<file path="src/rtl/npu_sram_pkg.sv">
// npu_sram_pkg: shared SRAM port widths and arbiter state encoding
package npu_sram_pkg;
  localparam int SRAM_ADDR_W = 12;
  localparam int SRAM_DATA_W = 16;
  localparam int SRAM_BE_W = 2;
  typedef enum logic {IDLE, OWNED} arb_state_t;
endpackage

</file>
<file path="src/rtl/sram_port_arbiter_rr_pick.sv">
// rr_pick: one-hot round-robin pick of the first requester at or after ptr
module rr_pick #(
  parameter int N = 3,
  parameter int PW = (N > 1) ? $clog2(N) : 1
) (
  input  logic [N-1:0]  req,
  input  logic [PW-1:0] ptr,
  output logic [N-1:0]  pick
);
  logic [PW-1:0] idx;
  always_comb begin
    pick = '0;
    idx = '0;
    for (int k = N - 1; k >= 0; k--) begin
      idx = PW'((int'(ptr) + k) % N);
      if (req[idx]) pick = N'(1) << idx;
    end
  end
endmodule

</file>
<file path="src/rtl/sram_port_arbiter.sv">
// sram_port_arbiter: round-robin sharing of one SRAM port with locked bursts
module sram_port_arbiter
  import npu_sram_pkg::*;
#(
  parameter int NUM_REQ = 3,
  parameter int MAX_BURST = 8
) (
  input  logic                           clk,
  input  logic                           reset_n,
  input  logic [NUM_REQ-1:0]             req,
  input  logic [NUM_REQ-1:0]             lock,
  input  logic [NUM_REQ-1:0]             we,
  input  logic [NUM_REQ*SRAM_ADDR_W-1:0] addr,
  input  logic [NUM_REQ*SRAM_BE_W-1:0]   be,
  input  logic [NUM_REQ*SRAM_DATA_W-1:0] wdata,
  output logic [NUM_REQ-1:0]             gnt,
  output logic [NUM_REQ-1:0]             rvalid,
  output logic [SRAM_DATA_W-1:0]         rdata,
  output logic [SRAM_ADDR_W-1:0]         sram_address,
  output logic [SRAM_BE_W-1:0]           sram_byteenable,
  output logic                           sram_chipselect,
  output logic                           sram_write,
  output logic [SRAM_DATA_W-1:0]         sram_writedata,
  input  logic [SRAM_DATA_W-1:0]         sram_readdata
);
  localparam int PW = (NUM_REQ > 1) ? $clog2(NUM_REQ) : 1;
  localparam int BW = $clog2(MAX_BURST + 1);
  arb_state_t state;
  logic [PW-1:0] ptr, owner, gi, rv_lane;
  logic [BW-1:0] burst;
  logic rv_flag, g_lock;
  logic [NUM_REQ-1:0] pick;
  function automatic logic [PW-1:0] nxt(input logic [PW-1:0] i);
    return (i == PW'(NUM_REQ - 1)) ? '0 : i + 1'b1;
  endfunction
  rr_pick #(.N(NUM_REQ), .PW(PW)) u_pick (.req(req), .ptr(ptr), .pick(pick));
  assign gnt = !reset_n ? '0 :
               (state == OWNED) ? ({NUM_REQ{req[owner]}} & (NUM_REQ'(1) << owner)) : pick;
  always_comb begin
    gi = '0;
    g_lock = 1'b0;
    sram_write = 1'b0;
    sram_address = '0;
    sram_byteenable = '0;
    sram_writedata = '0;
    for (int i = 0; i < NUM_REQ; i++)
      if (gnt[i]) begin
        gi = PW'(i);
        g_lock = lock[i];
        sram_write = we[i];
        sram_address = addr[i*SRAM_ADDR_W +: SRAM_ADDR_W];
        sram_byteenable = be[i*SRAM_BE_W +: SRAM_BE_W];
        sram_writedata = wdata[i*SRAM_DATA_W +: SRAM_DATA_W];
      end
  end
  assign sram_chipselect = |gnt;
  assign rvalid = {NUM_REQ{rv_flag}} & (NUM_REQ'(1) << rv_lane);
  assign rdata = sram_readdata;
  always_ff @(posedge clk or negedge reset_n) begin
    if (!reset_n) begin
      state <= IDLE;
      ptr <= '0;
      owner <= '0;
      burst <= '0;
      rv_flag <= 1'b0;
      rv_lane <= '0;
    end else begin
      rv_flag <= sram_chipselect & ~sram_write;
      rv_lane <= gi;
      if (sram_chipselect) begin
        if (state == IDLE) begin
          if (g_lock && MAX_BURST > 1) begin
            state <= OWNED;
            owner <= gi;
            burst <= BW'(1);
          end else begin
            ptr <= nxt(gi);
          end
        end else if (!g_lock || burst == BW'(MAX_BURST - 1)) begin
          state <= IDLE;
          burst <= '0;
          ptr <= nxt(owner);
        end else begin
          burst <= burst + 1'b1;
        end
      end
    end
  end
endmodule

</file>
<file path="config.mk">
export PLATFORM = sky130hd
export DESIGN_NAME = sram_port_arbiter
export DESIGN_NICKNAME = d
export VERILOG_FILES = /design/src/rtl/npu_sram_pkg.sv /design/src/rtl/sram_port_arbiter_rr_pick.sv /design/src/rtl/sram_port_arbiter.sv
export SDC_FILE = /design/constraint.sdc
export NUM_CORES = 1
export LEC_CHECK = 0
export ABC_AREA = 1
export BUFFER_PORTS_ARGS = -buffer_cell sky130_fd_sc_hd__buf_2
export CAP_MARGIN = 15
export CORE_MARGIN = 4
export CORE_UTILIZATION = 36
export DETAILED_ROUTE_END_ITERATION = 8
export GPL_TIMING_DRIVEN = 0
export HOLD_SLACK_MARGIN = 0.02
export PLACE_DENSITY_LB_ADDON = 0.15
export SYNTH_ARGS = -nofsm -noshare
export SYNTH_HDL_FRONTEND = slang
export SYNTH_HIERARCHICAL = 1
export SYNTH_SLANG_ARGS = --single-unit
</file>
<file path="constraint.sdc">
create_clock -name clk -period 3.1 [get_ports clk]
set_input_delay 0.155 -clock clk [delete_from_list [all_inputs] [get_ports clk]]
set_output_delay 0.155 -clock clk [all_outputs]
set_load 0.01 [all_outputs]
</file>
==> results_dict.tcl <==
set metrics [dict create \
    wl_um 6680 \
    nets 574 \
    cts.sinks 12 \
    yosysSeqAreaShare 0.177 \
    pin_count 171 \
    cts_tree "yes" \
    fin_skew_ns 0.00220 \
    synth_fa_ha_area_frac 0.0370 \
    maxSlewHeadroom 0.734 \
    die_area_sq_um 5860 \
    hp-class "input port to flip-flop" \
    layout_commonest_cell "buf_2" \
    avgViaCountPerCell 4.83 \
    path_clk_slew_ns 0.05 \
    initial_utilization 0.381 \
    final_area_sq_um 2610 \
    n_antenna_cell 0 \
    tns_ns 0 \
    drc 0 \
    grt_overflow 0 \
    maxCapViolations 0 \
    ys_types 29 \
    initialDrtViolationCount 121 \
    dpl_cell_area_sq_um 2530 \
    final-hold-violation-count 0 \
    first_pass_iters 4 \
    rsz0062_at_grt "false" \
    drive_gt1_frac 0.461 \
    muxShareOfSynthArea 0 \
    synth_xor_area_frac 0.0103 \
    syn_avg_cell_area_sq_um 5.80 \
    place_congestion 0.895 \
    status "complete, no violations" \
    hpwlAfterDp_um 5690 \
    die_h_um 76.6 \
    fin_crit_sh 0.912 \
    post_cts_buffers 0 \
    grt_max_degree 17 \
    antenna_found_initial 0 \
    crit_fanout 10 \
    num_vias 2427 \
    fp-row-count 24 \
    grt_pass1_vias 2299 \
    die_w_um 76.6 \
    syn2layout_area_growth_pct 54.1 \
    powerDensity_nw_per_um2 841 \
    cts_buffer_depth 2 \
    end_kind "primary output" \
    setup_violations 0 \
    place_inst 498 \
    cts_buffers 3 \
    htreeDepth 1 \
    synth_nets 414 \
    crit_required_ns 2.94 \
    layout.cells.non_filler 503 \
    slew_viol_final 0 \
    netlist_area_sq_um 1690 \
    ir_drop_mv 0.394 \
    ys_warn_count 6 \
    fin_util 0.587 \
    clock.fmax_mhz 354 \
    arrival_ns 2.67 \
    cp-start-kind "flip-flop" \
    ys_ff_latch 12 \
    synth_top_family_by_area "simple AND/OR/NAND/NOR gates" \
    clock-root-buffer "clkbuf_8" \
    p_total_mw 2.19 \
    final_cell_mix "buf_2 (159), nand2_1 (107), nand3_1 (78)" \
    p_leak_nw 1.61 \
    worst_slew_pin_slew_ns 0.399 \
    synth-compound-area-share 0.0517 \
    clock_latency_ns 0.24 \
    path_class "flip-flop to primary output" \
    grt_usage 0.219 \
    core-area_sq_um 4440 \
    grt_pass1_wl_um 10700 \
    synthSimpleGateAreaFrac 0.557 \
    finalCriticalPeriod_ns 2.83 \
    wl_per_cell_um 13.3 \
    ant_nets 0 \
    syn_inst 292 \
    port_buffers 154 \
]
worst max-delay path: stages, from the launching register on:
cell,delay [ns]
dfrtp_1,0.39
inv_1,0.08
ha_2,0.38
inv_2,0.06
nand2_1,0.07
nand2_2,0.09
nand2_2,0.09
nand2_1,0.05
nand3_1,0.05
o21ai_0,0.07
nand2_1,0.09
nand2_2,0.08
o21ai_4,0.29
buf_2,0.27
nand3_1,0.15
nand3_1,0.10
buf_2,0.13
cells by family after synthesis:
| kind of cell | Yosys count |
|---|---|
| and+or+nand+nor | 208 |
| buffers and inverters | 53 |
| AOI/OAI and AO/OA | 12 |
| DFF | 12 |
| adders and majority gates | 5 |
| xor gates and xnor gates | 2 |
power breakdown:
part           switching [mW]  internal (mW)
clock                  0.0576          0.112
sequential             0.0455          0.215
combinational            1.08          0.683
routing by layer:
layer,track usage,part of all wire
met1,0.260,0.38
met2,0.396,0.53
met3,0.0508,0.074
met4,0.0489,0.014
met5,0,0
cell type report:
class / instances / area, sq um
inverter: 23 / 88.8
timing repair buffer: 155 / 781
sequential: 12 / 300
buffer: 30 / 206
fill: 454 / 1840
clock buffer: 4 / 55.1
multi-input combinational: 227 / 1110
tap: 52 / 65.1
registers in the layout, indices dropped and copies added (netlist names):
register  flops
burst         4
owner         2
ptr           2
rv_lane       2
rv_flag       1
state         1
timing repair:
action | 4_1_cts | 5_1_grt
endpoints found under the hold margin | 12 | 0
resized for setup | 0 | 12
hold buffers | 1 | 0
setup endpoints to repair | 0 | 29
cell usage after synthesis, drive strengths merged:
master / n / area (sq um)
nand2: 113 / 439
nand3: 82 / 430
buf: 26 / 179
inv: 23 / 88.8
dfrtp: 12 / 300
o21ai: 8 / 55.1
ha: 5 / 62.6
clkbuf: 4 / 15.0
nand4: 4 / 25.0
nor2: 4 / 15.0
a21oi: 2 / 13.8
or2: 2 / 12.5
xor2: 2 / 17.5
a21boi: 1 / 11.3
nand3b: 1 / 7.51
nor3: 1 / 5.00
nor3b: 1 / 7.51
o31ai: 1 / 7.51
final timing paths:
path                                 startpoint                   end  slack, ns  depth (start not counted)
min in group asynchronous               reset_n  burst[3]$_DFFE_PN0P_       0.37                          2
min                                       we[1]     rv_flag$_DFF_PN0_       0.19                          4
max in group asynchronous               reset_n  owner[1]$_DFFE_PN0P_       2.45                          2
min reg2reg                burst[3]$_DFFE_PN0P_  burst[3]$_DFFE_PN0P_       0.52                          2
max                          ptr[0]$_DFFE_PN0P_    sram_writedata[12]       0.27                         16
max reg2reg                  ptr[0]$_DFFE_PN0P_    ptr[0]$_DFFE_PN0P_       0.68                         19
metrics by stage:
stage,hold WS (ns),worst slack [ns]
floorplan,-0.141,0.829
global placement,0.0879,0.430
detailed placement,0.0927,0.420
CTS,0.190,0.153
global route,0.229,0.0231
finish,0.192,0.274
Note: power is estimated with default switching activity, not from simulation.
